--- config.mk ---
export PLATFORM = sky130hd
export DESIGN_NAME = present_encoder
export DESIGN_NICKNAME = d
export VERILOG_FILES = /design/src/rtl/present_pkg.sv /design/src/rtl/present_round.sv /design/src/rtl/present_encoder.sv
export SDC_FILE = /design/constraint.sdc
export NUM_CORES = 1
export LEC_CHECK = 0
export CAP_MARGIN = 40
export CORE_MARGIN = 1.5
export CORE_UTILIZATION = 38
export DETAILED_ROUTE_END_ITERATION = 6
export PLACE_DENSITY_LB_ADDON = 0.2
export SYNTH_ARGS = -nofsm -noshare
export SYNTH_HDL_FRONTEND = slang
export SYNTH_SLANG_ARGS = --single-unit
--- constraint.sdc ---
create_clock -name clk -period 3.9 [get_ports clk]
set_clock_uncertainty 0.15 [all_clocks]
set_input_delay 0.39 -clock clk [delete_from_list [all_inputs] [get_ports clk]]
set_output_delay 0.39 -clock clk [all_outputs]
set_load 0.03 [all_outputs]
--- src/rtl/present_pkg.sv ---
// PRESENT-80 shared definitions: round count, S-box, the bit-level round
// primitives and the known-answer vectors used by the encrypt/decrypt benches.
package present_pkg;

    localparam int NR_ROUNDS = 31;

    localparam logic [3:0] SBOX [16] = '{
        4'hC, 4'h5, 4'h6, 4'hB, 4'h9, 4'h0, 4'hA, 4'hD,
        4'h3, 4'hE, 4'hF, 4'h8, 4'h4, 4'h7, 4'h1, 4'h2
    };

    // Known-answer vectors: {key, plaintext, ciphertext}
    localparam logic [79:0] KAT_KEY [4] = '{
        80'h0000_0000_0000_0000_0000, 80'hFFFF_FFFF_FFFF_FFFF_FFFF,
        80'h0000_0000_0000_0000_0000, 80'hFFFF_FFFF_FFFF_FFFF_FFFF
    };
    localparam logic [63:0] KAT_PT [4] = '{
        64'h0000_0000_0000_0000, 64'h0000_0000_0000_0000,
        64'hFFFF_FFFF_FFFF_FFFF, 64'hFFFF_FFFF_FFFF_FFFF
    };
    localparam logic [63:0] KAT_CT [4] = '{
        64'h5579_C138_7B22_8445, 64'hE72C_46C0_F594_5049,
        64'hA112_FFC7_2F68_417B, 64'h3333_DCD3_2132_10D2
    };

    function automatic logic [3:0] sbox4(input logic [3:0] x);
        return SBOX[x];
    endfunction

    function automatic logic [63:0] sbox_layer64(input logic [63:0] x);
        logic [63:0] r;
        r = '0;
        for (int n = 0; n < 16; n++) begin
            r[4*n +: 4] = sbox4(x[4*n +: 4]);
        end
        return r;
    endfunction

    // Bit i lands on (16*i) mod 63; bit 63 is a fixed point.
    function automatic logic [63:0] player64(input logic [63:0] x);
        logic [63:0] r;
        logic [5:0]  src;
        logic [5:0]  dst;
        r = '0;
        for (int i = 0; i < 63; i++) begin
            src    = 6'(i);
            dst    = 6'((16 * i) % 63);
            r[dst] = x[src];
        end
        r[63] = x[63];
        return r;
    endfunction

    // Key schedule step: rotate left 61, S-box the top nibble, xor the round counter.
    function automatic logic [79:0] key_update80(input logic [79:0] k, input logic [4:0] rc);
        logic [79:0] r;
        r          = {k[18:0], k[79:19]};
        r[79:76]   = sbox4(r[79:76]);
        r[19:15]   = r[19:15] ^ rc;
        return r;
    endfunction

endpackage

--- src/rtl/present_round.sv ---
// One PRESENT round without the key schedule: add round key, S-box layer, pLayer.
module present_round
    import present_pkg::*;
(
    input  logic [63:0] state_i,
    input  logic [63:0] rkey_i,
    output logic [63:0] t_o
);

    assign t_o = player64(sbox_layer64(state_i ^ rkey_i));

endmodule

--- src/rtl/present_encoder.sv ---
// Iterative PRESENT-80 encryption core: one round per clock, valid/ready on
// both sides, final K32 whitening folded into the last round cycle.
module present_encoder
    import present_pkg::*;
#(
    parameter int NR_ROUNDS = present_pkg::NR_ROUNDS,
    parameter int KEY_W     = 80,
    parameter int BLK_W     = 64
) (
    input  logic             clk,
    input  logic             reset,
    input  logic             key_load,
    input  logic [KEY_W-1:0] key_in,
    input  logic             in_valid,
    output logic             in_ready,
    input  logic [BLK_W-1:0] plaintext,
    output logic             out_valid,
    input  logic             out_ready,
    output logic [BLK_W-1:0] ciphertext,
    output logic             busy
);

    typedef enum logic [1:0] {
        IDLE = 2'd0,
        RUN  = 2'd1,
        DONE = 2'd2
    } state_e;

    // rc carries one extra bit so it cannot wrap inside a block.
    localparam logic [5:0] RC_LAST = 6'(NR_ROUNDS);

    state_e      state_q, state_d;
    logic [5:0]  rc_q, rc_d;
    logic [79:0] key_q, key_d;
    logic [63:0] ct_q, ct_d;
    logic        ov_q, ov_d;
    logic [63:0] st_q, st_d;
    logic [79:0] rk_q, rk_d;

    logic [63:0] t;
    logic [79:0] rk_next;
    logic        accept;
    logic        last;

    present_round u_round (
        .state_i (st_q),
        .rkey_i  (rk_q[79:16]),
        .t_o     (t)
    );

    assign rk_next = key_update80(rk_q, rc_q[4:0]);
    assign accept  = in_valid && (state_q == IDLE);
    assign last    = (rc_q == RC_LAST);

    assign in_ready   = (state_q == IDLE);
    assign busy       = (state_q == RUN) || (state_q == DONE);
    assign out_valid  = ov_q;
    assign ciphertext = ct_q;

    // Next-state logic for the FSM, counter, key register and datapath.
    always_comb begin
        state_d = state_q;
        rc_d    = rc_q;
        key_d   = key_q;
        ct_d    = ct_q;
        ov_d    = ov_q;
        st_d    = st_q;
        rk_d    = rk_q;
        unique case (state_q)
            IDLE: begin
                if (key_load) begin
                    key_d = key_in;
                end
                if (accept) begin
                    st_d    = plaintext;
                    rk_d    = key_load ? key_in : key_q;
                    rc_d    = 6'd1;
                    state_d = RUN;
                end
            end
            RUN: begin
                st_d = t;
                rk_d = rk_next;
                rc_d = rc_q + 6'd1;
                if (last) begin
                    ct_d    = t ^ rk_next[79:16];
                    ov_d    = 1'b1;
                    state_d = DONE;
                end
            end
            DONE: begin
                if (out_ready) begin
                    ov_d    = 1'b0;
                    state_d = IDLE;
                end
            end
            default: state_d = IDLE;
        endcase
    end

    // Control and result registers; reset aborts any block in flight.
    always_ff @(posedge clk) begin
        if (reset) begin
            state_q <= IDLE;
            rc_q    <= 6'd1;
            key_q   <= '0;
            ct_q    <= '0;
            ov_q    <= 1'b0;
        end else begin
            state_q <= state_d;
            rc_q    <= rc_d;
            key_q   <= key_d;
            ct_q    <= ct_d;
            ov_q    <= ov_d;
        end
    end

    // Round datapath; its contents are don't-care outside RUN.
    always_ff @(posedge clk) begin
        st_q <= st_d;
        rk_q <= rk_d;
    end

endmodule
Word-level counts from Yosys, hierarchy flattened --
Memories as Yosys holds them, arrays and structs flattened. Cells that the tools add are included.
Operators by class: $add $sub $neg 1, order comparisons 17, eq/ne operators 6, multiplexer cells 48, bitwise operators 20, reductions and logical operators 9
Operator list (number):
- 80-bit two-way mux | 2
- 80-bit case mux with 2 select lines | 1
- 4-bit two-way mux | 34
- 64-bit case mux with 2 select lines | 1
- 64-bit bitwise XOR | 2
- 5-bit greater-or-equal comparator (second input constant) | 17
- 4-bit inverter with 5-bit output | 17
- 64-bit two-way mux | 1
- 6-bit case mux with 2 select lines | 1
- 6-bit by 1-bit adder with 6-bit output (second input constant) | 1
- 6-bit by 5-bit == test with 1-bit output (second input constant) | 1
- 2-bit two-way mux | 3
- 6-bit two-way mux | 1
- 2-bit case mux with 3 select lines | 1
- 3-bit AND reduction | 2
- 5-bit bitwise XOR | 1
- 2-bit inequality test (second input constant) | 2
- 2-bit AND reduction | 2
- 2-bit nonzero test | 2
- 2-bit by 1-bit == test with 1-bit output (second input constant) | 1
- 2-bit == test (second input constant) | 1
- 2-bit zero test | 1
- 1-bit two-way mux | 2
- 2-bit by 1-bit inequality test with 1-bit output (second input constant) | 1
- other kinds (3) | 3
Word-level totals: flip-flop bits (word level) 297, bits in read-only memories 1088, bits of input ports 149, output and inout bits 67, memories kept 17
Memories:
- (no name shown) | words 16, width 4, rd ports 1, clocked after memory_dff 0, wr ports 0, RTL line present_pkg.sv:27 | return SBOX[x];
- (no name shown) | words 16, width 4, rd ports 1, clocked after memory_dff 0, wr ports 0, RTL line present_pkg.sv:27
- (no name shown) | words 16, width 4, rd ports 1, clocked after memory_dff 0, wr ports 0, RTL line present_pkg.sv:27
- (no name shown) | words 16, width 4, rd ports 1, clocked after memory_dff 0, wr ports 0, RTL line present_pkg.sv:27
- (no name shown) | words 16, width 4, rd ports 1, clocked after memory_dff 0, wr ports 0, RTL line present_pkg.sv:27
- (no name shown) | words 16, width 4, rd ports 1, clocked after memory_dff 0, wr ports 0, RTL line present_pkg.sv:27
- +11 memories

Longest topological paths before layout --
Gate-level depths: netlist of run 1.
word-level depth 6, depth in mapped cells 9, mapped depth without buffers 8

Modules after synthesis --
From an unflattened synthesis of run 1, not the netlist that was laid out.
Second synthesis, totals: cells, all modules 1524, area, all modules 15992.8 µm²
By module, submodules not included:
- present_encoder | times used 1, cells an instance 1197, area each 12822.3 µm²
- present_round | times used 1, cells an instance 327, area each 3170.5 µm²

Worst setup path after synthesis of run 1 --
Ideal clock, no wire load.
path type reg2reg, start point register state_q[0], end point register rc_q[5], data arrival time 3.467 ns, data required time 3.624 ns, slack 0.157 ns, stages on the path, launching flop included 8, cell sequence dfxtp_1 > inv_1 > ha_1 > mux2_2 > and4_1 > nand3_1 > xor2_1 > nor2_1
On the way: word-level cells in the longest chain between the ends 4
Ends and longest elaborated chain:
- start, declared | RTL line present_encoder.sv:32 | state_e state_q, state_d;
- start signal, assigned | RTL line present_encoder.sv:110 | state_q <= state_d;
- 2-bit zero test *
- named net in_ready | RTL line present_encoder.sv:15 | output logic in_ready,
- 1-bit logical AND | RTL line present_encoder.sv:52 | assign accept = in_valid && (state_q == IDLE);
- 2-bit by 1-bit inequality test with 1-bit output (no line)
- 2-bit AND reduction (no line)
- end signal, assigned | RTL line present_encoder.sv:111 | rc_q <= rc_d;
- end, declared | RTL line present_encoder.sv:33 | logic [5:0] rc_q, rc_d;
Mark *: on every way through the listed nets, which the timed path passes. The rest lies on a longest branch. A chain may end at the register's enable or synchronous reset.

Worst setup path in the final report of run 1 --
start point register rk_q[40], end point register st_q[54] (data pin)
On the way: word-level cells in the longest chain between the ends 6
Ends and longest elaborated chain:
- start, declared | RTL line present_encoder.sv:38 | logic [79:0] rk_q, rk_d;
- start signal, assigned | RTL line present_encoder.sv:121 | rk_q <= rk_d;
- 64-bit bitwise XOR | RTL line present_round.sv:10 | assign t_o = player64(sbox_layer64(state_i ^ rkey_i));
- 4-bit inverter with 5-bit output (not written as such) | RTL line present_pkg.sv:27
- memory 16 x 4 bit
- 4-bit two-way mux (not written as such) (2 in a row) | RTL line present_pkg.sv:27
- 64-bit case mux with 2 select lines | RTL line present_encoder.sv:69 | unique case (state_q)
- named net st_d[54] | RTL line present_encoder.sv:37 | logic [63:0] st_q, st_d;
- end signal, assigned | RTL line present_encoder.sv:120 | st_q <= st_d;
- end, declared | RTL line present_encoder.sv:37
The timed path passes the listed nets, and every way through them passes these cells. The select of a mux whose other input is x is not followed.

==> run_summary.xml, run 1 <==
<?xml version="1.0" encoding="UTF-8"?>
<metrics>
  <group name="timing">
    <metric name="max_freq" unit="MHz">355</metric>
    <metric name="final_layout_setup_total_negative_slack" unit="ps">0</metric>
    <metric name="setup_viol" unit="">0</metric>
    <metric name="worst_slew_pin_slew" unit="ps">995</metric>
    <metric name="timing.final.hold_violations" unit="">0</metric>
    <metric name="final.period_utilization" unit="%">72.3</metric>
    <metric name="rsz0062_at_grt" unit="">false</metric>
    <metric name="worst_slack" unit="ps">1080</metric>
    <metric name="max_slew_headroom_at_the_worst_pin" unit="%">33.6</metric>
    <metric name="min_period" unit="ps">2820</metric>
    <metric name="slew_violations" unit="">0</metric>
  </group>
  <group name="drt">
    <metric name="detailedRoute.firstPassIterationCount" unit="">5</metric>
    <metric name="drt-wirelength-per-cell" unit="µm">21.3</metric>
    <metric name="vias" unit="">12363</metric>
    <metric name="route.detailed.drc" unit="">0</metric>
    <metric name="route.detailed.vias_per_inst" unit="">5.22</metric>
    <metric name="detailedRoute.firstIterationViolations" unit="">1002</metric>
    <metric name="route.antenna.remaining_nets" unit="">0</metric>
    <metric name="detail_route.wirelength" unit="µm">50500</metric>
  </group>
  <group name="worst_setup_path">
    <metric name="cp_max_fo" unit="">5</metric>
    <metric name="reg2reg_slack" unit="ps">1080</metric>
    <metric name="reg2regPathDepth" unit="">6</metric>
    <metric name="timing.critical_path.from" unit="">rk_q[40]</metric>
    <metric name="worst_r2r_src" unit="">rk_q[40]</metric>
    <metric name="worst-setup-path-type" unit="">register to register</metric>
    <metric name="rr_endpoint" unit="">st_q[54]</metric>
    <metric name="start_kind" unit="">register</metric>
    <metric name="crit_path_end_kind" unit="">register</metric>
    <metric name="cp_data_arrival_time" unit="ps">2900</metric>
    <metric name="critical_path_required" unit="ps">3980</metric>
  </group>
  <group name="logic_synthesis">
    <metric name="post_synth_num_cell_types" unit="">43</metric>
    <metric name="netlist_top_cells_area" unit="">edfxtp_1 27%, dfxtp_1 19%, ha_1 8.1%, nand2_1 7.0%, mux2i_1 6.7%</metric>
    <metric name="syn-cell-area" unit="mm²">0.0163</metric>
    <metric name="dominantRegCellSynth" unit="">dfxtp_1</metric>
    <metric name="postSynth.asyncResetShare" unit="%">0</metric>
    <metric name="seq_area_frac_synth" unit="%">45.3</metric>
    <metric name="synth_top_cell_by_area" unit="">edfxtp_1</metric>
    <metric name="postSynthRegisterBits" unit="">297</metric>
    <metric name="synth-edff-count" unit="">144</metric>
    <metric name="synth.avg_cell_area" unit="µm²">10.1</metric>
    <metric name="yosys.area.top_type_share" unit="%">26.5</metric>
    <metric name="yosysWarningCount" unit="">0</metric>
    <metric name="net_count_after_synthesis" unit="">1875</metric>
    <metric name="synthCells" unit="">1621</metric>
  </group>
  <group name="place">
    <metric name="placement.setup.worst_slack" unit="ps">1150</metric>
    <metric name="gp_congestion" unit="">0.862</metric>
    <metric name="portbufs" unit="">215</metric>
    <metric name="place_inst" unit="">2303</metric>
    <metric name="dp.final_hpwl" unit="µm">38300</metric>
  </group>
  <group name="die">
    <metric name="floorplan.die.height" unit="µm">210</metric>
    <metric name="fp-row-count" unit="">75</metric>
    <metric name="die_area" unit="mm²">0.0442</metric>
    <metric name="dieWidth" unit="µm">210</metric>
    <metric name="io_pins" unit="">216</metric>
    <metric name="start_util" unit="%">38.7</metric>
    <metric name="core-area" unit="mm²">0.0421</metric>
  </group>
  <group name="cts">
    <metric name="cts-resized-gates" unit="">0</metric>
    <metric name="clk_root_buffer_cell" unit="">clkbuf_16</metric>
    <metric name="cts_tree" unit="">yes</metric>
    <metric name="clkSlewWorstSetupHoldPaths" unit="ps">60</metric>
    <metric name="clock_tree.buffer_depth" unit="">3</metric>
    <metric name="number_of_clock_sinks_seen_by_cts" unit="">297</metric>
    <metric name="cts_post_setup_buffers_inserted" unit="">0</metric>
    <metric name="cts_inserted_buffers" unit="">36</metric>
    <metric name="ctsHoldBuffers" unit="">0</metric>
    <metric name="clock_latency_on_the_worst_skew_pair" unit="ps">540</metric>
    <metric name="htree_levels" unit="">2</metric>
  </group>
  <group name="power_and_ir_drop">
    <metric name="static-leakage-power" unit="nW">7.63</metric>
    <metric name="cellPowerDensity" unit="mW/mm²">529</metric>
    <metric name="ir_drop" unit="mV">0.259</metric>
  </group>
  <group name="finish">
    <metric name="syn2layout_area_growth" unit="%">23.4</metric>
    <metric name="final_cell_count_no_fill" unit="">2369</metric>
    <metric name="drive_gt1_share" unit="%">8.09</metric>
    <metric name="postLayoutCoreUtil" unit="%">47.8</metric>
    <metric name="nNetsFinal" unit="">2056</metric>
    <metric name="n_antenna_cell" unit="">0</metric>
    <metric name="layout_filler_cell_count" unit="">3950</metric>
  </group>
  <group name="min_path">
    <metric name="timing.hold.worst.class" unit="">input port to register</metric>
    <metric name="hold_depth" unit="">2</metric>
    <metric name="holdPathEnd" unit="">ciphertext[18]</metric>
    <metric name="hold_startpoint" unit="">reset</metric>
  </group>
  <group name="flow_run">
    <metric name="timing.max_cap.violations" unit="">0</metric>
  </group>
  <group name="global_routing">
    <metric name="antenna_violations_before_repair" unit="">1</metric>
    <metric name="grt_max_degree" unit="">217</metric>
    <metric name="first_global_vias" unit="">11855</metric>
    <metric name="grt_usage" unit="%">22.7</metric>
    <metric name="grt_first_pass_wirelength" unit="µm">74100</metric>
    <metric name="globalRouteOverflowTotal" unit="">0</metric>
  </group>
  <group name="run_status">
    <metric name="status" unit="">finished, final reports clean</metric>
  </group>
</metrics>
## per-stage QoR
step,area [µm²],power (mW),hold WS (ps)
global placement,19000,7.36,289
finish,20100,10.7,273
CTS,20100,10.7,268
global route,20100,11.2,291
floorplan,16300,6.20,282
detailed placement,19000,7.44,296
## power breakdown
group	total (mW)	internal, mW	switching, mW
clock	3.26	1.91	1.34
combinational	3.45	1.44	2.00
sequential	3.95	3.66	0.293
## cell usage after synthesis, drive strengths merged, types with 13 or more instances
cell type / count
a211oi: 26
a21oi: 179
buf: 28
clkbuf: 63
dfxtp: 153
edfxtp: 144
ha: 105
inv: 82
mux2: 17
mux2i: 109
mux4: 34
nand2: 307
nand3: 13
nor2: 83
nor3: 18
o21ai: 80
xnor2: 92
xor2: 34
## flip-flops by register name, indices dropped and copies added (netlist names)
| signal | flops |
|---|---|
| out_valid | 1 |
| key_q | 80 |
| state_q | 2 |
| rk_q | 80 |
| st_q | 64 |
| ciphertext | 64 |
| rc_q | 6 |
## worst max path at each step
| stage | endpoint | cells past startpoint | slack, ps |
|---|---|---|---|
| floorplan | rc_q[5] | 7 | 160 |
| global placement | st_q[38] | 5 | 1190 |
| detailed placement | st_q[38] | 5 | 1150 |
| CTS | st_q[38] | 5 | 1120 |
| global route | st_q[38] | 5 | 1040 |
| finish | st_q[54] | 6 | 1080 |
## cell type report
cell class	instances	area, µm²	area share, %
multi-input cells	1151	8280	41.1
flip-flops and latches	297	7390	36.7
repair buffers	234	2350	11.7
clock buffers	49	1020	5.08
well taps	539	674	3.35
inverters	82	308	1.53
clock inverters	17	119	0.590
## layout by cell type (no fill, tap or decap), types with 2 or more instances in the layout
cell	n
xor2_1	18
clkbuf_16	38
a211oi_1	20
mux2i_1	109
nor3_1	17
nand2_1	304
dfxtp_1	153
nand2_2	3
mux2_2	16
nand4b_1	12
nor2b_1	5
mux4_2	23
nand3b_1	12
nor3b_1	2
clkbuf_1	8
edfxtp_1	144
xor2_2	16
nand3_1	13
o21ai_0	80
a211oi_2	6
buf_4	17
inv_1	81
clkbuf_8	3
buf_12	3
xnor2_1	87
clkinv_1	6
inv_6	3
clkdlybuf4s50_1	213
xnor2_2	5
ha_1	104
mux4_1	11
a21oi_1	179
clkinv_2	5
or4_1	12
nor2_1	83
## worst max-delay path, stage by stage, from the launching register on
cell	delay, ps
edfxtp_1	530
xnor2_1	480
inv_1	170
ha_1	360
mux2i_1	90
a21oi_1	580
a21oi_1	160
## cells by family after synthesis
group / synth area share [%]
buf+inv: 4.16
compound gates: 9.57
xor+xnor: 7.73
flops: 45.3
mux: 12.8
fa+ha+maj: 8.05
simple gates: 12.4
## per-layer routing
metal | global-route usage [%] | wire length (µm) | vias to the layer above
li1 | - | - | 5936
met3 | 4.04 | 3900 | 100
met4 | 10.1 | 2250 | 2
met1 | 33.1 | 23100 | 5876
met2 | 32.9 | 21200 | 449
met5 | 0 | 13 | -
No activity file was read; power rests on OpenSTA's default activity.
==> inputs of run 2 (changes only) <==
==> constraint.sdc (replaced) <==
create_clock -name clk -period 2.7 [get_ports clk]
set_clock_uncertainty 0.15 [all_clocks]
set_input_delay 0.27 -clock clk [delete_from_list [all_inputs] [get_ports clk]]
set_output_delay 0.27 -clock clk [all_outputs]
set_load 0.03 [all_outputs]
==> run_summary.xml, run 2 (same netlist as run 1, synthesis figures left out) <==
<?xml version="1.0" encoding="UTF-8"?>
<metrics>
  <group name="run_status">
    <metric name="status" unit="">finished, final reports clean</metric>
  </group>
  <group name="cts">
    <metric name="clkSlewWorstSetupHoldPaths" unit="ps">60</metric>
    <metric name="htree_levels" unit="">2</metric>
    <metric name="clock_latency_on_the_worst_skew_pair" unit="ps">510</metric>
    <metric name="clk_root_buffer_cell" unit="">clkbuf_16</metric>
    <metric name="number_of_clock_sinks_seen_by_cts" unit="">297</metric>
    <metric name="clock_tree.buffer_depth" unit="">3</metric>
    <metric name="cts_tree" unit="">yes</metric>
    <metric name="cts_inserted_buffers" unit="">35</metric>
  </group>
  <group name="finish">
    <metric name="n_antenna_cell" unit="">0</metric>
    <metric name="mostFrequentLayoutCell" unit="">nand2_1</metric>
    <metric name="most-common-layout-cells" unit="">304 x nand2_1, 213 x clkdlybuf4s50_1, 179 x a21oi_1</metric>
    <metric name="layout_filler_cell_count" unit="">3873</metric>
    <metric name="largest_registers" unit="">key_q: 80 flops, rk_q: 80 flops</metric>
    <metric name="nNetsFinal" unit="">2082</metric>
    <metric name="syn2layout_area_growth" unit="%">25.0</metric>
    <metric name="drive_gt1_share" unit="%">8.90</metric>
  </group>
  <group name="worst_setup_path">
    <metric name="reg2reg_slack" unit="ps">90</metric>
    <metric name="timing.critical_path.from" unit="">rk_q[57]</metric>
    <metric name="start_kind" unit="">register</metric>
    <metric name="path_cells" unit="">xnor2_1, inv_1, ha_1, mux4_1, mux2_2</metric>
    <metric name="rr_endpoint" unit="">st_q[42]</metric>
    <metric name="worst_r2r_src" unit="">rk_q[57]</metric>
    <metric name="crit_path_end" unit="">st_q[42]</metric>
    <metric name="critical_path_required" unit="ps">2810</metric>
    <metric name="critPathSlowestCell" unit="">mux4_1</metric>
    <metric name="cp_max_fo" unit="">5</metric>
    <metric name="reg2regPathDepth" unit="">5</metric>
    <metric name="worst-setup-path-type" unit="">register to register</metric>
    <metric name="critical_path.max_stage_delay" unit="ps">550</metric>
    <metric name="cp_data_arrival_time" unit="ps">2730</metric>
    <metric name="crit_path_end_kind" unit="">register</metric>
  </group>
  <group name="die">
    <metric name="floorplan.die.height" unit="µm">210</metric>
    <metric name="dieWidth" unit="µm">210</metric>
    <metric name="core-area" unit="mm²">0.0421</metric>
    <metric name="start_util" unit="%">38.7</metric>
    <metric name="die_area" unit="mm²">0.0442</metric>
    <metric name="io_pins" unit="">216</metric>
    <metric name="fp-row-count" unit="">75</metric>
  </group>
  <group name="timing">
    <metric name="min_period" unit="ps">2610</metric>
    <metric name="setup_viol" unit="">0</metric>
    <metric name="final_layout_setup_total_negative_slack" unit="ps">0</metric>
    <metric name="final.period_utilization" unit="%">96.7</metric>
    <metric name="max_freq" unit="MHz">383</metric>
    <metric name="timing.final.hold_violations" unit="">0</metric>
    <metric name="worst_slew_pin_slew" unit="ps">691</metric>
    <metric name="rsz0062_at_grt" unit="">false</metric>
    <metric name="final.hold.worst_slack" unit="ps">189</metric>
    <metric name="max_slew_headroom_at_the_worst_pin" unit="%">53.6</metric>
    <metric name="slew_violations" unit="">0</metric>
  </group>
  <group name="place">
    <metric name="dp.final_hpwl" unit="µm">39700</metric>
    <metric name="portbufs" unit="">215</metric>
    <metric name="gp_congestion" unit="">0.876</metric>
  </group>
  <group name="drt">
    <metric name="detailedRoute.firstIterationViolations" unit="">1049</metric>
    <metric name="drt-wirelength-per-cell" unit="µm">21.8</metric>
    <metric name="route.detailed.vias_per_inst" unit="">5.29</metric>
    <metric name="route.detailed.drc" unit="">0</metric>
    <metric name="vias" unit="">12661</metric>
    <metric name="detail_route.wirelength" unit="µm">52100</metric>
    <metric name="route.antenna.remaining_nets" unit="">0</metric>
    <metric name="detailedRoute.firstPassIterationCount" unit="">5</metric>
  </group>
  <group name="power_and_ir_drop">
    <metric name="static-leakage-power" unit="nW">7.76</metric>
    <metric name="cellPowerDensity" unit="mW/mm²">750</metric>
    <metric name="ir_drop" unit="mV">0.444</metric>
    <metric name="totalPowerFinal" unit="mW">15.3</metric>
  </group>
  <group name="flow_run">
    <metric name="timing.max_cap.violations" unit="">0</metric>
  </group>
  <group name="global_routing">
    <metric name="grt_max_degree" unit="">105</metric>
    <metric name="first_global_vias" unit="">12252</metric>
    <metric name="globalRouteOverflowTotal" unit="">0</metric>
    <metric name="antenna_violations_before_repair" unit="">1</metric>
    <metric name="grt_usage" unit="%">23.4</metric>
    <metric name="grt_first_pass_wirelength" unit="µm">76700</metric>
  </group>
  <group name="min_path">
    <metric name="timing.hold.worst.class" unit="">input port to register</metric>
  </group>
</metrics>
==> run 2: cell count changes in the layout (fill, tap and decap cells not counted), moves of 2 or more <==
cell	change
clkinv_1	-2
inv_6	-3
buf_12	+10
clkbuf_1	+9
buf_4	+16
clkinv_2	-3
==> run 2: worst min path at each step <==
stage,start,end,slack [ps],cells past startpoint
floorplan,key_in[76],key_q[76],260,2
global placement,key_q[79],key_q[79],290,2
detailed placement,key_q[76],key_q[76],290,2
CTS,key_in[21],key_q[21],170,3
global route,key_in[54],key_q[54],200,3
finish,key_in[21],key_q[21],190,3
==> run 2: layer usage <==
layer	track usage (%)	part of all wire, %
met5	0	0
met3	3.64	6.9
met1	34.0	46
met4	6.47	2.7
met2	36.1	44
==> run 2: final cells by class <==
class / count / area (µm²) / area share, %
clock buffer: 57 / 1040 / 5.11
sequential: 297 / 7390 / 36.2
tap: 539 / 674 / 3.31
timing repair buffer: 261 / 2680 / 13.1
inverter: 82 / 308 / 1.51
clock inverter: 6 / 25.0 / 0.123
multi-input combinational: 1151 / 8290 / 40.6
==> run 2: what timing repair did <==
action / 4_1_cts / 5_1_grt
hold buffers: 1 / 0
buffers inserted: 0 / 0
setup endpoints to repair: 0 / 1
gates resized for setup: 0 / 1
hold endpoints to repair: 6 / 0
==> run 2: where the power goes <==
group	total (mW)	internal, mW	switching (mW)
clock network	4.49	2.63	1.86
registers	5.68	5.29	0.390
logic	5.13	2.21	2.92
total	15.3	10.1	5.17
==> run 2: through the flow <==
stage,setup WS (ps),instance area [µm²],instances,utilization (%)
floorplan,197,16300,1621,-
global placement,182,19300,2328,45.8
detailed placement,116,19300,2329,45.9
CTS,93.5,20400,2393,48.4
global route,13.0,20400,2393,48.4
finish,88.5,20400,2393,48.4
==> run 2: worst max-delay path, delay by kind of cell, from the launching register on <==
kind / cells / cell delay, ps
XOR/XNOR: 1 / 430
buffers and inverters: 1 / 160
flip-flops: 1 / 440
adder cells (fa/ha/maj): 1 / 340
multiplexers: 2 / 840
==> inputs of run 3 (changes only) <==
--- a/config.mk
+++ b/config.mk
@@ -6,6 +6,7 @@
 export NUM_CORES = 1
 export LEC_CHECK = 0
 export CAP_MARGIN = 40
+export CORE_ASPECT_RATIO = 1.1
 export CORE_MARGIN = 1.5
 export CORE_UTILIZATION = 38
 export DETAILED_ROUTE_END_ITERATION = 6
==> run_summary.xml, run 3 (same netlist as run 1, synthesis figures left out) <==
<?xml version="1.0" encoding="UTF-8"?>
<metrics>
  <group name="power_and_ir_drop">
    <metric name="swShare" unit="%">33.5</metric>
    <metric name="pwr-share-comb" unit="%">32.5</metric>
    <metric name="share_seq_of_total_power" unit="%">36.9</metric>
    <metric name="cellPowerDensity" unit="mW/mm²">754</metric>
    <metric name="ir_drop" unit="mV">0.381</metric>
    <metric name="p_switching" unit="mW">5.16</metric>
    <metric name="pwr-share-clk" unit="%">30.6</metric>
    <metric name="power_report.internal_total" unit="mW">10.2</metric>
    <metric name="static-leakage-power" unit="nW">7.76</metric>
  </group>
  <group name="flow_run">
    <metric name="timing.max_cap.violations" unit="">0</metric>
  </group>
  <group name="global_routing">
    <metric name="grt_usage" unit="%">22.3</metric>
    <metric name="first_global_vias" unit="">11883</metric>
    <metric name="grt_first_pass_wirelength" unit="µm">73900</metric>
    <metric name="globalRouteOverflowTotal" unit="">0</metric>
    <metric name="antenna_violations_before_repair" unit="">1</metric>
    <metric name="grt_max_degree" unit="">117</metric>
  </group>
  <group name="place">
    <metric name="portbufs" unit="">215</metric>
    <metric name="gp_congestion" unit="">0.879</metric>
    <metric name="dp.final_hpwl" unit="µm">38000</metric>
    <metric name="placement.setup.worst_slack" unit="ps">35.2</metric>
  </group>
  <group name="die">
    <metric name="dieWidth" unit="µm">201</metric>
    <metric name="floorplan.die.height" unit="µm">220</metric>
    <metric name="core-area" unit="mm²">0.0423</metric>
    <metric name="fp-row-count" unit="">79</metric>
    <metric name="die_area" unit="mm²">0.0442</metric>
    <metric name="io_pins" unit="">216</metric>
    <metric name="start_util" unit="%">38.6</metric>
  </group>
  <group name="cts">
    <metric name="clkSlewWorstSetupHoldPaths" unit="ps">60</metric>
    <metric name="cts_inserted_buffers" unit="">34</metric>
    <metric name="clk_root_buffer_cell" unit="">clkbuf_16</metric>
    <metric name="htree_levels" unit="">2</metric>
    <metric name="clock_latency_on_the_worst_skew_pair" unit="ps">540</metric>
    <metric name="number_of_clock_sinks_seen_by_cts" unit="">297</metric>
    <metric name="clock_tree.buffer_depth" unit="">3</metric>
    <metric name="cts_tree" unit="">yes</metric>
  </group>
  <group name="worst_setup_path">
    <metric name="start_kind" unit="">register</metric>
    <metric name="critical_path_required" unit="ps">2830</metric>
    <metric name="crit_path_end_kind" unit="">register</metric>
    <metric name="cp_max_fo" unit="">5</metric>
    <metric name="worst-setup-path-type" unit="">register to register</metric>
    <metric name="cp_data_arrival_time" unit="ps">2700</metric>
  </group>
  <group name="drt">
    <metric name="route.detailed.vias_per_inst" unit="">5.12</metric>
    <metric name="route.antenna.remaining_nets" unit="">0</metric>
    <metric name="detailedRoute.firstIterationViolations" unit="">1118</metric>
    <metric name="detailedRoute.firstPassIterationCount" unit="">5</metric>
    <metric name="drt-wirelength-per-cell" unit="µm">20.8</metric>
    <metric name="detail_route.wirelength" unit="µm">50200</metric>
    <metric name="route.detailed.drc" unit="">0</metric>
    <metric name="vias" unit="">12364</metric>
  </group>
  <group name="timing">
    <metric name="max_slew_headroom_at_the_worst_pin" unit="%">54.9</metric>
    <metric name="max_freq" unit="MHz">388</metric>
    <metric name="timing.final.hold_violations" unit="">0</metric>
    <metric name="worst_slack" unit="ps">124</metric>
    <metric name="rsz0062_at_grt" unit="">false</metric>
    <metric name="setup_viol" unit="">0</metric>
    <metric name="min_period" unit="ps">2580</metric>
    <metric name="worst_slew_pin_slew" unit="ps">677</metric>
    <metric name="final.hold.worst_slack" unit="ps">50.6</metric>
    <metric name="final.period_utilization" unit="%">95.4</metric>
    <metric name="final_layout_setup_total_negative_slack" unit="ps">0</metric>
    <metric name="slew_violations" unit="">0</metric>
  </group>
  <group name="finish">
    <metric name="nNetsFinal" unit="">2077</metric>
    <metric name="n_antenna_cell" unit="">0</metric>
    <metric name="largest_registers" unit="">key_q: 80 flops, rk_q: 80 flops</metric>
    <metric name="mostFrequentLayoutCell" unit="">nand2_1</metric>
    <metric name="drive_gt1_share" unit="%">9.19</metric>
    <metric name="most-common-layout-cells" unit="">304 x nand2_1, 213 x clkdlybuf4s50_1, 179 x a21oi_1</metric>
    <metric name="syn2layout_area_growth" unit="%">25.2</metric>
  </group>
  <group name="min_path">
    <metric name="timing.hold.worst.class" unit="">input port to register</metric>
  </group>
  <group name="run_status">
    <metric name="status" unit="">finished, final reports clean</metric>
  </group>
</metrics>
-- run 3: changes by cell type in the layout (fill, tap and decap cells not counted), sizes merged --
cell,before,now
clkbuf,57,42
clkinv,6,14
bufinv,0,4
buf,47,44
inv,82,84
dlygate4sd3,1,0
-- run 3: stage by stage --
step                std cells  power, mW  instance area [µm²]  util, %
CTS                      2416       15.5                20400     48.2
global route             2416       16.1                20400     48.3
finish                   2416       15.4                20400     48.3
detailed placement       2354       10.8                19300     45.6
floorplan                1621       8.95                16300        -
global placement         2354       10.6                19300     45.6
-- run 3: final timing paths --
path / startpoint / to / slack (ps) / cells after the start
worst max-delay path: rk_q[65] / st_q[44] / 120 / 5
worst min-delay path: reset / ciphertext[19] / 50 / 2
worst max register to register: rk_q[65] / st_q[44] / 120 / 5
worst min register to register: ciphertext[29] / ciphertext[29] / 300 / 2
-- run 3: critical path, cell delays in order, from the launching register on --
cell	delay [ps]
edfxtp_1	440
xnor2_1	410
inv_1	160
ha_1	340
mux4_1	550
mux2_2	280
-- run 3: area by class of cell --
class,count,area (µm²)
fillers,3980,21900
clock inverters,20,210
well taps,567,709
flip-flops and latches,297,7390
clock buffers,42,902
multi-input cells,1151,8300
inverters,82,308
repair buffers,257,2600
-- run 3: power groups by stage --
stage                     Sequential (mW)  Clock [mW]  Combinational [mW]
final                                5.69        4.72                5.00
after floorplan                      5.61           0                3.34
after detailed placement             5.77           0                4.99
after global routing                 5.72        4.96                5.44
after global placement               5.76           0                4.85
after CTS                            5.68        4.79                5.01
-- run 3: what timing repair did --
item,4_1_cts,5_1_grt
hold buffers,0,0
resized for setup,0,3
setup endpoints to repair,0,4
setup buffers,0,0
-- run 3: layer usage --
metal	GRT usage (%)	part of all wire [%]	vias to the layer above
met3	3.09	6.4	65
met2	33.8	44	428
li1	-	-	5975
met1	32.5	47	5896
met5	0	0	-
met4	8.17	3.3	0
